**src/rtl/stopwatch_pkg.sv**
```systemverilog
// stopwatch_pkg: FSM states, digit limits and bcd_out field offsets shared with the display stage.
// LAP exists only when STOPWATCH_LAP_EN is defined.
package stopwatch_pkg;
`ifdef STOPWATCH_LAP_EN
    typedef enum logic [1:0] {IDLE, RUN, PAUSE, LAP} state_t;
`else
    typedef enum logic [1:0] {IDLE, RUN, PAUSE} state_t;
`endif
    localparam int DIGIT_MAX9 = 9;
    localparam int DIGIT_MAX5 = 5;
    localparam int TM1_LSB    = 0;
    localparam int TM10_LSB   = 4;
    localparam int SEC1_LSB   = 8;
    localparam int SEC10_LSB  = 12;
    localparam int MIN1_LSB   = 16;
    localparam int MIN10_LSB  = 20;
    function automatic int digit_max(input int i);
        return (i == 3 || i == 5) ? DIGIT_MAX5 : DIGIT_MAX9;
    endfunction
endpackage

```
**src/rtl/bcd_digit_cnt.sv**
```systemverilog
// bcd_digit_cnt: one BCD digit 0..MAX; carry is combinational so a chain ripples in one cycle.
module bcd_digit_cnt #(
    parameter int MAX = 9
) (
    input  logic       clk,
    input  logic       rst,
    input  logic       inc,
    input  logic       clr,
    output logic [3:0] digit,
    output logic       carry
);
    assign carry = inc && digit == 4'(MAX);
    always_ff @(posedge clk or posedge rst)
        if (rst) digit <= '0;
        else     digit <= clr ? 4'd0 : carry ? 4'd0 : inc ? digit + 4'd1 : digit;
endmodule

```
**src/rtl/stopwatch_core.sv**
```systemverilog
// stopwatch_core: mm:ss.cc stopwatch with start/stop, clear and sticky wrap flag.
// Define STOPWATCH_LAP_EN to add the LAP state that freezes bcd_out while counting continues.
module stopwatch_core #(
    parameter int TICK_DIV = 10000
) (
    input  logic        clk,
    input  logic        rst,
    input  logic        start_stop,
    input  logic        clear,
    input  logic        lap,
    output logic [23:0] bcd_out,
    output logic        running,
    output logic        lap_active,
    output logic        ovf
);
    import stopwatch_pkg::*;
    state_t      state, nxt;
    logic        ss_q, clr_q, ss_e, clr_e, tick, hold;
    logic [15:0] presc;
    logic [5:0]  inc, carry;
    logic [23:0] cnt;
`ifdef STOPWATCH_LAP_EN
    logic lap_q, lap_e;
    always_ff @(posedge clk or posedge rst)
        if (rst) lap_q <= 1'b0;
        else     lap_q <= lap;
    assign lap_e = lap && !lap_q;
    assign hold  = state == LAP && nxt == LAP;
`else
    logic unused_lap;
    assign unused_lap = lap;
    assign hold       = 1'b0;
`endif
    always_ff @(posedge clk or posedge rst)
        if (rst) {ss_q, clr_q} <= '0;
        else     {ss_q, clr_q} <= {start_stop, clear};
    assign ss_e  = start_stop && !ss_q;
    assign clr_e = clear && !clr_q;
    always_ff @(posedge clk or posedge rst)
        if (rst) state <= IDLE;
        else     state <= nxt;
    always_comb begin
        nxt = state;
        if (clr_e) nxt = IDLE;
        else
            case (state)
                IDLE:    nxt = ss_e ? RUN : IDLE;
`ifdef STOPWATCH_LAP_EN
                RUN:     nxt = ss_e ? PAUSE : lap_e ? LAP : RUN;
                LAP:     nxt = ss_e ? PAUSE : lap_e ? RUN : LAP;
`else
                RUN:     nxt = ss_e ? PAUSE : RUN;
`endif
                PAUSE:   nxt = ss_e ? RUN : PAUSE;
                default: nxt = IDLE;
            endcase
    end
    always_comb begin
`ifdef STOPWATCH_LAP_EN
        running    = state == RUN || state == LAP;
        lap_active = state == LAP;
`else
        running    = state == RUN;
        lap_active = 1'b0;
`endif
    end
    assign tick = running && presc == 16'(TICK_DIV - 1);
    always_ff @(posedge clk or posedge rst)
        if (rst)                                       presc <= '0;
        else if (clr_e || (state == IDLE && ss_e) || tick) presc <= '0;
        else if (running)                              presc <= presc + 16'd1;
    assign inc = {carry[4:0], tick};
    for (genvar g = 0; g < 6; g++) begin : g_dig
        bcd_digit_cnt #(.MAX(digit_max(g))) u_dig (
            .clk  (clk),
            .rst  (rst),
            .inc  (inc[g]),
            .clr  (clr_e),
            .digit(cnt[4*g +: 4]),
            .carry(carry[g])
        );
    end
    always_ff @(posedge clk or posedge rst)
        if (rst)           ovf <= 1'b0;
        else if (clr_e)    ovf <= 1'b0;
        else if (carry[5]) ovf <= 1'b1;
    // In LAP the register itself is the capture: it simply stops loading
    always_ff @(posedge clk or posedge rst)
        if (rst)        bcd_out <= '0;
        else if (clr_e) bcd_out <= '0;
        else if (!hold) bcd_out <= cnt;
endmodule
```
**config.mk**
```make
export PLATFORM = sky130hd
export DESIGN_NAME = stopwatch_core
export DESIGN_NICKNAME = d
export VERILOG_FILES = /design/src/rtl/stopwatch_pkg.sv /design/src/rtl/bcd_digit_cnt.sv /design/src/rtl/stopwatch_core.sv
export SDC_FILE = /design/constraint.sdc
export NUM_CORES = 1
export LEC_CHECK = 0
export BUFFER_PORTS_ARGS = -buffer_cell sky130_fd_sc_hd__buf_2
export CORE_ASPECT_RATIO = 0.7
export CORE_UTILIZATION = 25
export DETAILED_ROUTE_END_ITERATION = 16
export SLEW_MARGIN = 10
export SYNTH_ARGS = -nofsm -noshare
export SYNTH_HDL_FRONTEND = slang
export SYNTH_HIERARCHICAL = 1
export SYNTH_SLANG_ARGS = --single-unit
```
**constraint.sdc**
```tcl
create_clock -name clk -period 3.7 [get_ports clk]
set_clock_uncertainty 0.05 [all_clocks]
set_input_delay 0 -clock clk [delete_from_list [all_inputs] [get_ports clk]]
set_output_delay 0 -clock clk [all_outputs]
set_load 0.01 [all_outputs]
```
==> results of run 1 <==
## kinds of logic (layout without fill, tap and decap cells)
group                      Yosys count  after routing  share of synthesized area (%)
and+or+nand+nor                    137            137                           24.3
DFF                                 69             69                           53.1
AOI/OAI and AO/OA                   46             46                           9.20
buffers and inverters               27             86                           3.46
xor gates and xnor gates            14             14                           3.77
adders and majority gates           13             13                           5.00
muxes                                3              3                           1.00
other                                1              1                          0.115
## stage by stage
step	area, um^2	setup TNS (ps)	setup slack, ps	cells
after floorplan	3260	0	138	310
after global placement	3650	0	222	506
after detailed placement	3650	0	151	506
after CTS	3990	0	82.9	525
after global routing	4040	-15.7	-15.7	531
final	4040	0	300	531
## sequential cells by signal, indices dropped and copies added (netlist names)
signal / count
bcd_out: 24
g_dig.u_dig/digit: 24
presc: 16
state: 2
clr_q: 1
ovf: 1
ss_q: 1
## layout by cell type, fill, tap and decap left out, drive strengths merged
master and count:
dlygate4sd3 3, and2 24, nand4 7, inv 21
nand2 24, nand3b 14, nand2b 14, nor2 23
nor4 6, or4 1, nand3 3, a211o 4
dfrtp 69, clkbuf 11, and4b 4, a21oi 25
o31a 1, conb 1, buf 45, a21boi 4
or2 1, mux2 2, xor2 2, xnor2 12
clkinv 3, o31ai 3, ha 13, a31o 1
clkinvlp 2, bufinv 1, nor2b 1, o21ai 8
mux2i 1, nand4b 7, nor3 5, or3 2
nor4b 1
## cell type report
cell class | count | area share [%]
Clock inverter | 5 | 1.46
Tap cell | 162 | 5.02
Clock buffer | 11 | 6.25
Sequential cell | 69 | 42.7
Timing Repair Buffer | 48 | 7.31
Multi-Input combinational cell | 214 | 35.2
Inverter | 22 | 2.04
## worst paths after layout
| kind | from | end | slack [ps] | cells past startpoint |
|---|---|---|---|---|
| worst max-delay path | state[1]$_DFF_PP0_ | g_dig[5].u_dig/digit[3]$_DFFE_PP0P_ | 300 | 16 |
| worst min-delay path | rst | g_dig[1].u_dig/digit[2]$_DFFE_PP0P_ | 130 | 3 |
| worst max register to register | state[1]$_DFF_PP0_ | g_dig[5].u_dig/digit[3]$_DFFE_PP0P_ | 300 | 16 |
| worst min register to register | ovf$_DFFE_PP0P_ | ovf$_DFFE_PP0P_ | 460 | 2 |
| max in group asynchronous | rst | presc[15]$_DFFE_PP0P_ | 2780 | 4 |
| min in group clk | start_stop | ss_q$_DFF_PP0_ | 280 | 2 |
## worst max-delay path: cells and delay by family, from the launching register on
family	cells	cell delay [ps]
buf+inv	5	590
compound gates	1	130
flops	1	420
simple gates	10	2140
## metal layers
layer	vias up	track usage (%)	wire length [um]	part of all wire, %
met2	47	16.1	2930	43
met5	-	0	0	0
li1	1169	-	-	-
met4	0	6.05	173	2.5
met3	14	4.24	318	4.7
met1	1171	14.2	3380	50
## where the power goes
group,leakage (nW),total [mW],internal [mW],switching (mW)
Clock,0.148,0.877,0.558,0.319
Combinational,0.802,0.0845,0.0304,0.0541
Sequential,0.942,0.780,0.768,0.0121
## timing repair
item / CTS / global route
gates resized for setup: 0 / 2
buffers inserted: 0 / 6
hold buffers: 3 / 0
setup endpoints to repair: 0 / 5
hold endpoints to repair: 71 / 0
==> reports/metrics.yaml, run 1 <==
cpMaxStageDelayCell: "dfrtp_1"
ios: 32
multi_input_area_um2: 1420
synth_top_area_share_pct: 53.1
fin_crit_sh_pct: 91.9
hold_class: "input pin to asynchronous set/reset pin"
clk_latency_ps: 340
drtIter0Drc: 222
clockBufferDepth: 2
synth_seq_cells: 69
setup_viol: 0
synth.area.top_cells: "dfrtp_1, ha_1, and2_1"
drc: 6
grt_pass1_vias: 2341
yosys-top-cells-count: "dfrtp_1, and2_1, nand2_1, nor2_1, inv_1"
startpoint_type: "flop"
avgRoutedWirePerCell_um: 12.8
fmax_mhz: 294
final_util_pct: 32.2
dieHeight_um: 97.4
arrival_ps: 3610
antenna_found_initial: 0
fillers: 1250
max-slew-margin-rel_pct: 54.7
dieArea_um2: 13500
ant_nets: 0
start_util_pct: 25.9
grt.overflow.total: 0
ir_drop_uv: 180
h-tree-depth: 3
grt_max_degree: 46
hold_slack_ps: 134
status: "finished with violations"
ys_async_sr_fraction_pct: 100
n_antenna_cell: 0
grtUsageTotal_pct: 11.1
worstPathRequired_ps: 3910
die_w_um: 138
synthCells: 310
cts_tree: "yes"
nets: 382
post-synth-top-area-cell: "dfrtp_1"
worstSetupPathType: "flop to flop"
crit_path_cell_trace: "nand3b_2, or2_2, nor3_4, nand4b_1, inv_1, nand4b_1, inv_1, nand4b_1, inv_1, nand4b_1, inv_1, nand4b_1, inv_2, nand4_1, or3_1, a21oi_1"
critPathMostFrequentCell: "nand4b_1"
port_buffers: 29
regArea_um2: 1730
layout-drive-gt1-share_pct: 20.1
dr.pass1.iters: 10
drv_slew: 0
syn-num-nets: 328
ys_types: 37
avgSynthCellArea_um2: 10.5
cap_violations: 0
worstMarginPinSlew_ps: 680
slowest_delay_ps: 420
post-dp-hpwl_mm: 4.47
placeableCoreArea_um2: 12500
p_total_mw: 1.74
final.min_clock_period_ps: 3400
synth_edf_count: 0
finalHoldViolCount: 0
dr_total_vias: 2401
area_growth_pct: 24.3
grt_pass1_wl_mm: 11.5
yosysMostFrequentCell: "dfrtp_1"
vias_per_cell: 4.52
yosysWarnings: 6
cts.sinks: 69
critPathMaxFanout: 6
cts.clk_slew.worst_paths_ps: 60
gp_congestion: 0.782
seq_area_frac_synth_pct: 53.1
synth_top_flop_cell: "dfrtp_1"
critPathCaptureType: "flop"
cts_made_buffers: 9
wl_mm: 6.80
syn_area_um2: 3250
cts_root_buffer: "clkbuf_16"
num_rows: 34
powerDensity_nw_per_um2: 431
p_leak_nw: 1.89
failed_checks: "DRC"
Note: power is estimated with default switching activity, not from simulation.
==> run 2: changes to the inputs <==
--- a/config.mk
+++ b/config.mk
@@ -10,5 +10,4 @@
 export CORE_UTILIZATION = 25
 export DETAILED_ROUTE_END_ITERATION = 16
-export SLEW_MARGIN = 10
 export SYNTH_ARGS = -nofsm -noshare
 export SYNTH_HDL_FRONTEND = slang
==> constraint.sdc (replaced) <==
create_clock -name clk -period 3.7 [get_ports clk]
set_clock_uncertainty 0.05 [all_clocks]
set_input_delay 0.555 -clock clk [delete_from_list [all_inputs] [get_ports clk]]
set_output_delay 0.555 -clock clk [all_outputs]
set_load 0.01 [all_outputs]
==> run 2 against run 1 <==
  * The run still ends with DRC left
  * Routed wire length rose by 1.8%
  * Power rose by 2.7%
  * Maximum frequency decreased by 1.0%
  * Critical path depth unchanged
  * Worst hold slack gained 3.6 ps
  * Critical endpoint unchanged
==> reports/metrics.yaml, run 2 (synthesized netlist as in run 1, its figures left out) <==
cts_root_buffer: "clkbuf_16"
cpMaxStageDelayCell: "or4_4"
die_w_um: 138  # unchanged
critPathMostFrequentCell: "nand4b_1"
drv_slew: 0  # unchanged
postCtsHoldBufs: 0  # -3
avgRoutedWirePerCell_um: 13.2  # +3.0%
largestRegisters: "bcd_out: 24 flops, g_dig.u_dig/digit: 24 flops, presc: 16 flops"
ir_drop_uv: 258  # +44%
slowest_delay_ps: 460  # +40 ps
p_sw_share_pct: 21.4  # -0.77 points
fillers: 1263  # +1.0%
finalHoldViolCount: 0  # unchanged
gp_congestion: 0.759  # -2.8%
post-dp-hpwl_mm: 4.68  # +4.8%
finalSetupTns_ps: 0  # unchanged
p_seq_share_pct: 43.7  # -1.1 points
failed_checks: "DRC"
clockPowerShare_pct: 51.6  # +1.2 points
stdcell_count: 525  # -1.1%
ant_nets: 0  # unchanged
cap_violations: 0  # unchanged
fmax_mhz: 291  # -1.0%
arrival_ps: 3620  # about the same
drtIter0Drc: 207  # -6.8%
wl_mm: 6.92  # +1.8%
area_growth_pct: 22.9
antenna_found_initial: 0  # unchanged
crit_path_cell_trace: "nand3_1, or4_4, nor3_2, nand4b_1, inv_1, nand4b_1, inv_1, nand4b_1, inv_1, nand4b_1, inv_1, nand4b_1, inv_2, nand4_1, or3_1, a21oi_1"
port_buffers: 29  # unchanged
max-slew-margin-rel_pct: 31.5  # -23 points
comb_power_share_pct: 4.7  # -0.2 points
final.min_clock_period_ps: 3440  # +35.8 ps
critPathCaptureType: "flop"
clk_latency_ps: 330  # about the same
cts_made_buffers: 9  # unchanged
setup_viol: 0  # unchanged
cts_tree: "yes"
dieHeight_um: 97.4  # unchanged
path_buf_inv: 5  # unchanged
startpoint_type: "flop"
nets: 376  # -1.6%
n_antenna_cell: 0  # unchanged
worstSetupPathType: "flop to flop"
powerDensity_nw_per_um2: 447  # +3.8%
hold_slack_ps: 138  # +3.56 ps
ios: 32  # unchanged
dr.pass1.iters: 11  # +1
grt.overflow.total: 0  # unchanged
clockBufferDepth: 2  # unchanged
p_leak_nw: 1.86  # -1.6%
grt_pass1_wl_mm: 11.4  # -0.83%
hold_class: "input pin to asynchronous set/reset pin"
cts.sinks: 69  # unchanged
worstMarginPinSlew_ps: 1030  # +347 ps
final_cell_mix: "dfrtp_1, buf_2, nand2_1, and2_1, nor2_1"
placeableCoreArea_um2: 12500  # unchanged
p_switching_mw: 0.382  # -0.88%
h-tree-depth: 3  # unchanged
vias_per_cell: 4.52  # about the same
critPathMaxFanout: 5  # -1
grt_pass1_vias: 2386  # +1.9%
grt_max_degree: 30  # -35%
dr_total_vias: 2375  # -1.1%
final_util_pct: 31.8  # -0.36 points
num_rows: 34  # unchanged
grtUsageTotal_pct: 10.9  # -0.19 points
dieArea_um2: 13500  # unchanged
status: "finished with violations"
cts.clk_slew.worst_paths_ps: 50  # about the same
start_util_pct: 25.9  # unchanged
place_inst: 506  # unchanged
fin_crit_sh_pct: 92.9  # +0.97 points
critPathTopFamily: "simple AND/OR/NAND/NOR gates"
layout-drive-gt1-share_pct: 19.6  # -0.49 points
final_common_cell: "dfrtp_1"
drc: 5  # -1
worstPathRequired_ps: 3890  # -20 ps
p_total_mw: 1.79  # +2.7%
p_int_mw: 1.41  # +3.7%
-- run 2: changes by cell type in the layout (fill, tap and decap cells not counted) --
| cell | change |
|---|---|
| clkinv_2 | +1 |
| clkinvlp_4 | -1 |
| nor3_4 | -1 |
| buf_4 | -3 |
| clkbuf_8 | -1 |
| nor3_2 | +1 |
| dlygate4sd3_1 | -3 |
| bufinv_16 | +1 |
-- run 2: timing repair --
item,in CTS,in global routing
endpoints found under the setup margin,0,3
buffers inserted,0,3
gates resized for setup,0,1
-- run 2: final cells by class --
cell class,count,area (um^2),area share (%)
well taps,162,203,5.07
clock buffers,10,239,5.98
multi-input cells,214,1420,35.4
inverters,22,82.6,2.07
repair buffers,42,243,6.07
flip-flops and latches,69,1730,43.2
clock inverters,6,86.3,2.16
-- run 2: metrics by stage --
stage          setup WS (ps)  cell area (um^2)
3_3_place_gp             374              3650
4_1_cts                  227              3970
3_5_place_dp             260              3650
2_1_floorplan            138              3260
6_report                 264              4000
5_1_grt               -0.443              4000
-- run 2: power by group through the flow --
| stage | sequential (mW) | clock (mW) | combinational [mW] |
|---|---|---|---|
| 3_5_place_dp | 0.795 | 0 | 0.0770 |
| 5_1_grt | 0.782 | 0.974 | 0.0954 |
| 2_1_floorplan | 0.792 | 0 | 0.0540 |
| 4_1_cts | 0.782 | 0.945 | 0.0768 |
| 6_report | 0.781 | 0.922 | 0.0845 |
| 3_3_place_gp | 0.794 | 0 | 0.0727 |
-- run 2: path summary, 6_finish.rpt --
path	end	depth (start not counted)	start	slack, ps
worst max-delay path	g_dig[5].u_dig/digit[3]$_DFFE_PP0P_	16	presc[8]$_DFFE_PP0P_	260
min in group clk	ss_q$_DFF_PP0_	1	start_stop	300
worst min-delay path	g_dig[4].u_dig/digit[0]$_DFFE_PP0P_	2	rst	140
max in group asynchronous	ss_q$_DFF_PP0_	3	rst	2560
worst min register to register	ovf$_DFFE_PP0P_	2	ovf$_DFFE_PP0P_	440
worst max register to register	g_dig[5].u_dig/digit[3]$_DFFE_PP0P_	16	presc[8]$_DFFE_PP0P_	260
-- run 2: metal layers --
| layer | share of wire, % | vias up | global-route usage [%] |
|---|---|---|---|
| met3 | 4.3 | 8 | 3.50 |
| met2 | 46 | 41 | 17.3 |
| met1 | 48 | 1174 | 13.7 |
| met5 | 0 | - | 0 |
| li1 | - | 1152 | - |
| met4 | 1.5 | 0 | 4.67 |
-- run 2: worst reg2reg max path: stages, from the launching register on --
cell and delay, ps:
dfrtp_1 420, nand3_1 110, or4_4 460, nor3_2 240
nand4b_1 190, inv_1 120, nand4b_1 170, inv_1 110
nand4b_1 180, inv_1 130, nand4b_1 140, inv_1 120
nand4b_1 190, inv_2 140, nand4_1 120, or3_1 320
a21oi_1 120
